## config.mk

```make
export PLATFORM = sky130hd
export DESIGN_NAME = mash_seq_decoder
export DESIGN_NICKNAME = d
export VERILOG_FILES = /design/src/rtl/mash_seq_decoder.sv
export SDC_FILE = /design/constraint.sdc
export NUM_CORES = 1
export LEC_CHECK = 0
export ABC_AREA = 1
export CAP_MARGIN = 20
export CORE_MARGIN = 2
export CORE_UTILIZATION = 24
export DETAILED_ROUTE_END_ITERATION = 16
export DONT_BUFFER_PORTS = 1
export SLEW_MARGIN = 20
export SYNTH_ARGS = -nofsm -noshare
export SYNTH_HDL_FRONTEND = slang
export SYNTH_SLANG_ARGS = --single-unit
```

## constraint.sdc

```tcl
create_clock -name i_clk -period 5.8 [get_ports i_clk]
set_input_delay 1.16 -clock i_clk [delete_from_list [all_inputs] [get_ports i_clk]]
set_output_delay 1.16 -clock i_clk [all_outputs]
set_load 0.02 [all_outputs]
```

## src/rtl/mash_seq_decoder.sv

```systemverilog
// Receive-side decoder for the MASH divider-ratio stream: averages 2^W valid
// samples and recovers the integer part, the 24-bit fraction and the min/max sample.
module mash_seq_decoder #(
    parameter int DW   = 8,
    parameter int MAXW = 16,
    parameter int FW   = 24
) (
    input  logic          i_clk,
    input  logic          i_rst,
    input  logic          i_start,
    input  logic          i_abort,
    input  logic [4:0]    i_win_log2,
    input  logic [7:0]    i_skip,
    input  logic [DW-1:0] i_mash_in,
    input  logic          i_in_valid,
    output logic          o_busy,
    output logic          o_done,
    output logic [DW-1:0] o_int,
    output logic [7:0]    o_msb,
    output logic [7:0]    o_isb,
    output logic [7:0]    o_lsb,
    output logic [DW-1:0] o_min,
    output logic [DW-1:0] o_max
);

    localparam int AW = DW + MAXW;
    localparam int CW = MAXW + 1;

    typedef enum logic [1:0] {S_IDLE, S_SETTLE, S_ACC, S_DONE} state_t;

    state_t        r_state;
    logic [4:0]    r_win;
    logic [7:0]    r_skip_cnt;
    logic [CW-1:0] r_cnt;
    logic [AW-1:0] r_sum;
    logic [DW-1:0] r_min;
    logic [DW-1:0] r_max;
    logic [DW-1:0] r_int;
    logic [FW-1:0] r_frac;
    logic [DW-1:0] r_omin;
    logic [DW-1:0] r_omax;
    logic          r_done;

    logic [4:0]    w_win_eff;
    logic [CW-1:0] w_target;
    logic          w_last;
    logic [4:0]    w_frac_shift;

    // Window exponent is clamped to 1..MAXW so the window is never a single sample.
    always_comb begin
        // NOTE: default first so every path assigns w_win_eff and no latch is inferred.
        w_win_eff = i_win_log2;
        if (i_win_log2 == 5'd0) begin
            w_win_eff = 5'd1;
        end else if (i_win_log2 > 5'(MAXW)) begin
            w_win_eff = 5'(MAXW);
        end
    end

    assign w_target     = CW'(1) << r_win;
    assign w_last       = (r_cnt + CW'(1)) == w_target;
    assign w_frac_shift = 5'(FW) - r_win;

    // NOTE: all state, including result registers, uses non-blocking assignments and async reset.
    always_ff @(posedge i_clk or posedge i_rst) begin
        if (i_rst) begin
            r_state    <= S_IDLE;
            r_win      <= '0;
            r_skip_cnt <= '0;
            r_cnt      <= '0;
            r_sum      <= '0;
            r_min      <= '0;
            r_max      <= '0;
            r_int      <= '0;
            r_frac     <= '0;
            r_omin     <= '0;
            r_omax     <= '0;
            r_done     <= 1'b0;
        end else begin
            r_done <= 1'b0;
            case (r_state)
                S_IDLE: begin
                    if (i_start) begin
                        r_win      <= w_win_eff;
                        r_skip_cnt <= i_skip;
                        r_cnt      <= '0;
                        r_sum      <= '0;
                        r_min      <= '1;
                        r_max      <= '0;
                        r_state    <= (i_skip != 8'd0) ? S_SETTLE : S_ACC;
                    end
                end
                S_SETTLE: begin
                    if (i_abort) begin
                        r_state <= S_IDLE;
                    end else if (i_in_valid) begin
                        if (r_skip_cnt != 8'd0) begin
                            r_skip_cnt <= r_skip_cnt - 8'd1;
                        end
                        if (r_skip_cnt <= 8'd1) begin
                            r_state <= S_ACC;
                        end
                    end
                end
                S_ACC: begin
                    if (i_abort) begin
                        r_state <= S_IDLE;
                    end else if (i_in_valid) begin
                        r_sum <= r_sum + AW'(i_mash_in);
                        r_cnt <= r_cnt + CW'(1);
                        if (i_mash_in < r_min) r_min <= i_mash_in;
                        if (i_mash_in > r_max) r_max <= i_mash_in;
                        if (w_last) r_state <= S_DONE;
                    end
                end
                S_DONE: begin
                    if (i_abort) begin
                        r_state <= S_IDLE;
                    end else begin
                        // Remainder bits of the sum land left-justified in the fraction word.
                        r_int   <= DW'(r_sum >> r_win);
                        r_frac  <= FW'(r_sum << w_frac_shift);
                        r_omin  <= r_min;
                        r_omax  <= r_max;
                        r_done  <= 1'b1;
                        r_state <= S_IDLE;
                    end
                end
                default: r_state <= S_IDLE;
            endcase
        end
    end

    assign o_busy = (r_state != S_IDLE);
    assign o_done = r_done;
    assign o_int  = r_int;
    assign o_msb  = r_frac[23:16];
    assign o_isb  = r_frac[15:8];
    assign o_lsb  = r_frac[7:0];
    assign o_min  = r_omin;
    assign o_max  = r_omax;

endmodule

```

==> run_results.csv, run 1 <==
group,metric,value,unit
detailed_routing,routedWlPerCell,14.3,um
pwr,ir_drop,0.206,mV
detailed_routing,via_count,7948,
critical_path,critPathKind,"reg -> reg",
die,die_h,191,um
cells_and_area,nets,1265,
clock_network,postCtsHoldBufs,0,
timing,relSlewSlack,30.5,%
detailed_routing,firstDrtPassIters,5,
cells_and_area,fill_cells,3809,
synthesis,yosys-top-cells-area,"dfrtp_1 (36%), nand2_1 (16%), o21ai_0 (8.1%)",
timing,tightest_slew,1.04,ns
global_route,grt-ovfl-total,0,
placement,gp_congestion,0.858,
status,status,"finished, final reports clean",
synthesis,ys_seq_area_share,35.9,%
synthesis,synth_edf_count,0,
clock_network,clk_pin_slew_worst_paths,0.06,ns
cells_and_area,fin_cells,1673,
synthesis,syn-cell-area,8420,um^2
pwr,p_leak,0.00432,uW
critical_path,start_kind,"flop",
die,initial_utilization,24.4,%
synthesis,synthDistinctLibCells,47,
synthesis,ys.flop_type,"dfrtp_1",
timing,hold_viol,0,
die,row_count,68,
timing,maxSlewViolCount,0,
global_route,grt_pass1_vias,7591,
synthesis,netlist_instances,1234,
placement,placed_area,8810,um^2
critical_path,end_kind,"flop",
placement,placed_cells,1642,
detailed_routing,drc,0,
synthesis,synth.top_cell.area_share,35.9,%
detailed_routing,totalWireLength,23900,um
synthesis,synthArstFlopShare,100,%
timing,rsz0062_at_grt,"no",
clock_network,cts_sinks,121,
cells_and_area,diodes,0,
critical_path,path_max_fanout,25,
synthesis,synth_top_area_cell,"dfrtp_1",
global_route,antenna_found_initial,0,
die,die_w,191,um
die,ioPinCount,76,
clock_network,tritoncts,"yes",
detailed_routing,routed_via_density,4.75,
clock_network,cts_buffer_depth,2,
cells_and_area,syn_to_final_growth,11.6,%
job,cap_violations,0,
cells_and_area,stdcell_area,9400,um^2
die,dieArea,36600,um^2
clock_network,cts_resized,0,
clock_network,clk_latency,0.44,ns
detailed_routing,final_antenna_net_count,0,
placement,port_buffers,0,
global_route,grt_max_degree,66,
global_route,grt_util_all_layers,13.4,%
cells_and_area,layout_common_cells,"nand2_1 (361), o21ai_0 (137), inv_1 (127)",
clock_network,root_buffer,"clkbuf_16",
timing,max_freq,260,MHz
cells_and_area,layout-drive-gt1-share,5.09,%
timing,fin_crit,3.84,ns
synthesis,ys_ff_latch,121,
min_path,min-delay-path-class,"reg -> reg",
placement,hpwl,18000,um
timing,finalSetupViolations,0,
clock_network,post-cts-setup-buffers,0,
critical_path,cp.arrival,4.15,ns
synthesis,yosys_warnings,0,
global_route,grt_pass1_wl,38800,um
critical_path,cp.required,6.11,ns
timing,timing.setup.tns,0,ns
timing,finalClockSkew,0.0107,ns
die,coreArea,34500,um^2
pwr,power_density,510,nW/um^2
clock_network,htree_levels,4,
timing,fin_crit_sh,66.2,%
cells_and_area,final_common_cell,"nand2_1",
synthesis,synth_nets,1293,
synthesis,avgSynthCellArea,6.83,um^2
detailed_routing,drt_iter0_markers,525,
clock_network,cts-buffers-inserted,17,
worst paths after layout:
| path | end | slack [ns] | from | depth (start not counted) |
|---|---|---|---|---|
| worst max-delay path | r_sum[23] | 1.96 | r_state[1] | 10 |
| worst min-delay path | r_skip_cnt[7] | 0.50 | r_skip_cnt[7] | 1 |
| worst max register to register | r_sum[23] | 1.96 | r_state[1] | 10 |
| worst min register to register | r_skip_cnt[7] | 0.50 | r_skip_cnt[7] | 1 |
| max in group asynchronous | o_int[3] | 3.70 | i_rst | 2 |
| min in group asynchronous | o_max[0] | 0.74 | i_rst | 1 |
kinds of logic after synthesis:
group / after synthesis / synth area share, %
xor+xnor: 5 / 0.698
compound gates: 288 / 19.3
simple gates: 592 / 29.6
buf+inv: 190 / 8.84
fa+ha+maj: 33 / 4.99
mux: 5 / 0.594
flops: 121 / 35.9
cells in the mapped netlist (5+ instances only):
library cell  count
nand4_1           9
inv_1           128
nand3_1          81
a31oi_1          14
buf_2            16
o21ai_1           7
inv_2             9
nor2_1           93
o21a_1            8
o211ai_1         11
dfrtp_1         121
a21oi_1          62
clkbuf_1         28
o22ai_1          23
nor4_1            5
o31ai_1           5
nand2_1         361
a22o_1            8
nor3_1           13
ha_1             32
mux2i_1           5
o21ai_0         137
buf_1             5
nand3b_1         11
worst max-delay path, stage by stage (launching register included):
cell and delay, ns:
dfrtp_1 0.36, inv_1 0.09, nor2_1 0.62, nand2_1 0.23, nor2_1 0.76, nor2_1 0.43
inv_2 0.49, nand3_1 0.27, nor2_1 0.23, a31oi_1 0.10, o21a_1 0.12
routing by layer:
layer | up-vias | share of wire (%) | GRT usage (%) | routed length, um
li1 | 4052 | - | - | -
met1 | 3676 | 47 | 17.1 | 11200
met2 | 175 | 46 | 21.6 | 11000
met3 | 45 | 4.0 | 2.61 | 956
met4 | 0 | 3.2 | 6.57 | 775
met5 | - | 0 | 0 | 0
power by group:
| part | total, uW | internal (uW) | switching [uW] |
|---|---|---|---|
| Clock | 1080 | 691 | 391 |
| Combinational | 2160 | 674 | 1490 |
| Sequential | 1550 | 1100 | 444 |
cell type report:
cell class	instances	area (um^2)	area share [%]
multi-input cells	923	4660	49.5
clock inverters	9	123	1.30
flip-flops and latches	121	3030	32.2
repair buffers	3	22.5	0.240
well taps	455	569	6.06
clock buffers	22	464	4.94
inverters	140	536	5.70
registers in the layout (all words and copies together), names as in the netlist:
signal / flops
r_frac: 24
r_sum: 24
r_cnt: 17
o_int: 8
o_max: 8
o_min: 8
r_max: 8
r_min: 8
r_skip_cnt: 8
r_win: 5
r_state: 2
o_done: 1
metrics by stage:
| stage | hold WS [ns] | total power, uW | setup WS (ns) | util [%] |
|---|---|---|---|---|
| CTS | 0.510 | 4820 | 1.89 | 27.2 |
| detailed placement | 0.492 | 3720 | 1.89 | 25.5 |
| global route | 0.519 | 5210 | 1.62 | 27.2 |
| finish | 0.502 | 4790 | 1.96 | 27.2 |
| global placement | 0.478 | 3700 | 1.98 | 25.5 |
| floorplan | 0.462 | 3210 | 1.43 | - |
No activity file was read; power rests on OpenSTA's default activity.
==> inputs of run 2 (changes only) <==
==> constraint.sdc (replaced) <==
create_clock -name i_clk -period 3.6 [get_ports i_clk]
set_input_delay 0.72 -clock i_clk [delete_from_list [all_inputs] [get_ports i_clk]]
set_output_delay 0.72 -clock i_clk [all_outputs]
set_load 0.02 [all_outputs]
==> run 2 against run 1 <==
Final cell count increased by 0.90%. Critical endpoint is now r_frac[10]. Count of clock-buffer cells in the layout increased by 2. Highest routed layer unchanged. Register-to-register slack got worse by 1.0 ns. Via count increased by 1.6%. Clock power increased by 62%. Flip-flop and latch count unchanged. Non-clock buffer count increased by 14. Combinational power increased by 68%.
==> run_results.csv, run 2 (synthesis gave the netlist of run 1 again) <==
group,metric,value,unit
pwr,p_int,4070,uW
die,dieArea,36600,um^2
cells_and_area,layout_common_cells,"nand2_1 (361), o21ai_0 (137), inv_1 (127)",
die,die_w,191,um
critical_path,crit_slowest_cell,"inv_1",
min_path,min-delay-path-class,"in -> async",
clock_network,root_buffer,"clkbuf_16",
critical_path,path_max_fanout,28,
detailed_routing,final_antenna_net_count,0,
global_route,grt_util_all_layers,13.8,%
clock_network,cts_buffer_depth,2,
cells_and_area,reg.largest.list,"r_frac: 24 flops, r_sum: 24 flops, r_cnt: 17 flops",
cells_and_area,nets,1279,
timing,rsz0062_at_grt,"no",
critical_path,crit_chain,"inv_2, ha_1, buf_4, inv_1, mux2i_1, nand2_1, o21ai_0, nand2_1, a32o_1",
critical_path,max_stage_delay,0.49,ns
pwr,p_leak,0.00440,uW
timing,fin_ws,0.921,ns
detailed_routing,routedWlPerCell,14.5,um
detailed_routing,routed_via_density,4.79,
placement,gp_congestion,0.880,
critical_path,reg2reg_from,"r_win[0]",
cells_and_area,syn_to_final_growth,13.2,%
critical_path,end_kind,"flop",
die,row_count,68,
critical_path,worst_path_most_repeated_cell,"nand2_1",
timing,fin_crit_sh,74.4,%
critical_path,cp.required,3.92,ns
clock_network,clk_latency,0.43,ns
detailed_routing,firstDrtPassIters,5,
placement,place_ws,0.911,ns
cells_and_area,layout-drive-gt1-share,6.08,%
cells_and_area,final_common_cell,"nand2_1",
critical_path,cp.arrival,3.00,ns
timing,relSlewSlack,44.0,%
detailed_routing,totalWireLength,24500,um
clock_network,htree_levels,4,
cells_and_area,stdcell_area,9530,um^2
global_route,antenna_found_initial,0,
global_route,grt_pass1_wl,40000,um
timing,finalSetupViolations,0,
timing,hold_viol,0,
pwr,ir_drop,0.302,mV
clock_network,tritoncts,"yes",
die,initial_utilization,24.4,%
die,die_h,191,um
critical_path,start_kind,"flop",
cells_and_area,fin_cells,1688,
clock_network,cts-buffers-inserted,17,
detailed_routing,via_count,8078,
detailed_routing,drt_iter0_markers,486,
cells_and_area,fill_cells,3856,
clock_network,post-cts-setup-buffers,0,
clock_network,cts_sinks,121,
critical_path,r2r_cells,9,
timing,fin_crit,2.68,ns
timing,timing.setup.tns,0,ns
pwr,sequentialPowerShare,31.4,%
clock_network,cts_resized,0,
global_route,grt_pass1_vias,7812,
timing,max_freq,373,MHz
placement,placed_area,8940,um^2
timing,maxSlewViolCount,0,
job,cap_violations,0,
critical_path,critPathKind,"reg -> reg",
die,ioPinCount,76,
pwr,power_density,823,nW/um^2
detailed_routing,drc,0,
global_route,grt-ovfl-total,0,
clock_network,clk_pin_slew_worst_paths,0.06,ns
timing,finalClockSkew,0.00861,ns
pwr,power_frac_clock,22.3,%
global_route,grt_max_degree,63,
pwr,p_sw_share,48.1,%
critical_path,startpoint,"r_win[0]",
placement,placed_cells,1656,
die,coreArea,34500,um^2
timing,tightest_slew,0.836,ns
cells_and_area,diodes,0,
pwr,combPwrFrac,46.3,%
placement,hpwl,18700,um
placement,port_buffers,0,
clock_network,postCtsHoldBufs,0,
status,status,"finished, final reports clean",
pwr,p_switching,3770,uW
-- run 2: cell types whose count changed in the layout (fill, tap and decap cells not counted), sizes merged --
cell / delta
buf: +14
clkbuf: +2
inv: -1
-- run 2: path summary, 6_finish.rpt --
check | to | slack [ns]
worst min-delay path | r_frac[18] | 0.15
worst min register to register | r_min[0] | 0.51
max in group asynchronous | o_min[6] | 2.79
min in group i_clk | r_skip_cnt[3] | 0.44
worst max-delay path | r_frac[10] | 0.92
worst max register to register | r_frac[10] | 0.92
-- run 2: power groups by stage --
stage | sequential [uW] | clock (uW) | combinational (uW)
2_1_floorplan | 2330 | 0 | 2840
6_report | 2460 | 1750 | 3630
3_3_place_gp | 2490 | 0 | 3580
3_5_place_dp | 2490 | 0 | 3620
5_1_grt | 2520 | 1850 | 4160
4_1_cts | 2480 | 1800 | 3630
-- run 2: area by class of cell --
class	count	area [um^2]	area share (%)
repair buffers	17	153	1.60
well taps	455	569	5.97
clock inverters	8	119	1.25
multi-input cells	923	4660	48.8
flip-flops and latches	121	3030	31.8
clock buffers	24	472	4.95
inverters	140	537	5.63
-- run 2: routing by layer --
metal / part of all wire, % / GRT usage, % / vias to the layer above
met3: 4.4 / 2.72 / 38
met5: 0 / 0 / -
li1: - / - / 4066
met4: 2.6 / 5.59 / 0
met1: 45 / 17.2 / 3794
met2: 48 / 23.2 / 180
-- run 2: per-stage QoR --
stage                     utilization, %  hold WS, ns  power [uW]
final                               27.6        0.153        7850
after floorplan                        -        0.462        5180
after global placement              25.9        0.484        6070
after CTS                           27.6        0.151        7910
after global routing                27.6        0.172        8530
after detailed placement            25.9        0.488        6110
-- run 2: worst max-delay path: cells and delay by family, from the launching register on --
kind / cells / cell delay [ns]
AO/OA/AOI/OAI: 2 / 0.35
buffers and inverters: 3 / 1.01
multiplexers: 1 / 0.34
flip-flops: 1 / 0.38
AND/OR/NAND/NOR: 2 / 0.16
adder cells (fa/ha/maj): 1 / 0.31
==> inputs of run 3 (changes only) <==
==> constraint.sdc (replaced) <==
create_clock -name i_clk -period 2.3 [get_ports i_clk]
set_input_delay 0.46 -clock i_clk [delete_from_list [all_inputs] [get_ports i_clk]]
set_output_delay 0.46 -clock i_clk [all_outputs]
set_load 0.02 [all_outputs]
==> run 3 against run 2 <==
First-iteration DRC count up 28%. Largest power group unchanged. Wire length up 0.81%. Critical path depth is 4 higher. Sequential power is 55% higher. Clock power grew 54%. Critical endpoint is now r_state[1]. Via count rose by 1.6%. Design area is 2.8% higher. Critical path type unchanged. Flip-flop and latch count did not move. Register-to-register slack worse by 0.75 ns. Combinational power increased by 70%.
==> run_results.csv, run 3 (synthesis gave the netlist of run 1 again) <==
group,metric,value,unit
detailed_routing,routedWlPerCell,14.4,um
timing,max_freq,470,MHz
critical_path,cp.arrival,2.45,ns
die,dieArea,36600,um^2
timing,timing.setup.tns,0,ns
cells_and_area,seqCellArea,3030,um^2
min_path,min-delay-path-class,"in -> async",
cells_and_area,diodes,0,
clock_network,clk_latency,0.43,ns
pwr,power_density,1290,nW/um^2
job,cap_violations,0,
timing,whs,0.0118,ns
cells_and_area,layout_common_cells,"nand2_1 (360), o21ai_0 (132), inv_1 (127)",
clock_network,tritoncts,"yes",
timing,maxSlewViolCount,0,
die,initial_utilization,24.4,%
clock_network,clk_pin_slew_worst_paths,0.06,ns
timing,fin_crit_sh,92.5,%
critical_path,crit_slowest_cell,"dfrtp_1",
detailed_routing,totalWireLength,24700,um
cells_and_area,syn_to_final_growth,16.4,%
critical_path,critPathKind,"reg -> reg",
pwr,p_leak,0.00452,uW
placement,port_buffers,0,
placement,placed_cells,1684,
critical_path,worst_path_most_repeated_cell,"nand2_1",
timing,fin_crit,2.13,ns
global_route,grt_max_degree,71,
cells_and_area,fill_cells,3793,
status,status,"finished, final reports clean",
pwr,finalPower,12700,uW
detailed_routing,firstDrtPassIters,4,
global_route,grt_pass1_wl,40400,um
die,die_h,191,um
global_route,grt_util_all_layers,13.9,%
detailed_routing,via_count,8206,
critical_path,path_max_fanout,8,
detailed_routing,drc,0,
cells_and_area,multiInputGateArea,4690,um^2
critical_path,start_kind,"flop",
clock_network,cts-buffers-inserted,17,
placement,hpwl,18700,um
timing,relSlewSlack,66.4,%
cells_and_area,fin_cells,1716,
critical_path,end_kind,"flop",
timing,finalClockSkew,0.00939,ns
cells_and_area,layout-drive-gt1-share,9.20,%
cells_and_area,final_common_cell,"nand2_1",
timing,finalSetupViolations,0,
detailed_routing,final_antenna_net_count,0,
die,row_count,68,
clock_network,cts_buffer_depth,2,
timing,hold_viol,0,
placement,placed_area,9180,um^2
die,ioPinCount,76,
global_route,grt_pass1_vias,7820,
critical_path,max_stage_delay,0.58,ns
cells_and_area,nets,1307,
timing,tightest_slew,0.499,ns
clock_network,cts_sinks,121,
placement,gp_congestion,0.909,
pwr,ir_drop,0.541,mV
global_route,antenna_found_initial,0,
detailed_routing,routed_via_density,4.78,
global_route,grt-ovfl-total,0,
clock_network,root_buffer,"clkbuf_16",
cells_and_area,reg.largest.list,"r_frac: 24 flops, r_sum: 24 flops, r_cnt: 17 flops",
die,die_w,191,um
critical_path,crit_chain,"inv_4, nor2_8, inv_4, nor2_1, nand3_1, nand2_1, nand3_1, nor2_1, nand3_2, nand2_2, nand2_1, nand2_1, nand2_1",
detailed_routing,drt_iter0_markers,623,
clock_network,htree_levels,4,
cells_and_area,stdcell_area,9800,um^2
critical_path,cp.required,2.62,ns
die,coreArea,34500,um^2
==> run 3: cell types whose count changed in the layout (fill, tap and decap cells not counted), moves of 3 or more <==
cell and change:
buf_4 +26, clkbuf_1 -4, clkinv_2 -3, clkinvlp_4 +5
nor2_1 -3, o21ai_0 -5, o21ai_1 +4
==> run 3: final timing paths <==
kind	startpoint	end	slack, ns	depth (start not counted)
min reg2reg	r_state[1]	r_state[1]	0.51	2
max	r_win[3]	r_state[1]	0.17	13
min	i_rst	o_int[7]	0.01	2
max in group asynchronous	i_rst	o_max[7]	1.92	2
min in group i_clk	i_skip[3]	r_skip_cnt[3]	0.19	2
max reg2reg	r_win[3]	r_state[1]	0.17	13
==> run 3: metrics by stage <==
stage          setup WS [ns]  utilization (%)
6_report               0.172             28.4
3_3_place_gp          0.0457             26.6
3_5_place_dp          0.0165             26.6
4_1_cts               0.0552             28.3
2_1_floorplan       -0.00377                -
5_1_grt              -0.0103             28.4
==> run 3: metal layers <==
metal | track usage (%) | wire length, um
met1 | 17.6 | 11200
met2 | 23.2 | 11800
met3 | 2.57 | 1090
met4 | 5.50 | 633
met5 | 0 | 0
==> run 3: what timing repair did <==
item,4_1_cts,5_1_grt
setup buffers,0,0
endpoints found under the setup margin,0,22
hold buffers,0,0
gates resized for setup,0,16
==> run 3: critical path: cells and delay by family, from the launching register on <==
family | cells | cell delay (ns)
DFF | 1 | 0.58
and+or+nand+nor | 11 | 1.23
buffers and inverters | 2 | 0.22
==> run 3: cell type report <==
cell class / count / area share (%)
clock buffers: 19 / 4.52
clock inverters: 13 / 1.49
inverters: 140 / 5.47
multi-input cells: 923 / 47.9
flip-flops and latches: 121 / 30.9
well taps: 455 / 5.81
repair buffers: 45 / 3.96
==> run 3: power by group <==
group | leakage, uW | switching [uW] | total, uW | internal, uW
logic | 0.00267 | 4030 | 6180 | 2150
clock network | 0.000272 | 1070 | 2700 | 1630
registers | 0.00158 | 1040 | 3820 | 2780
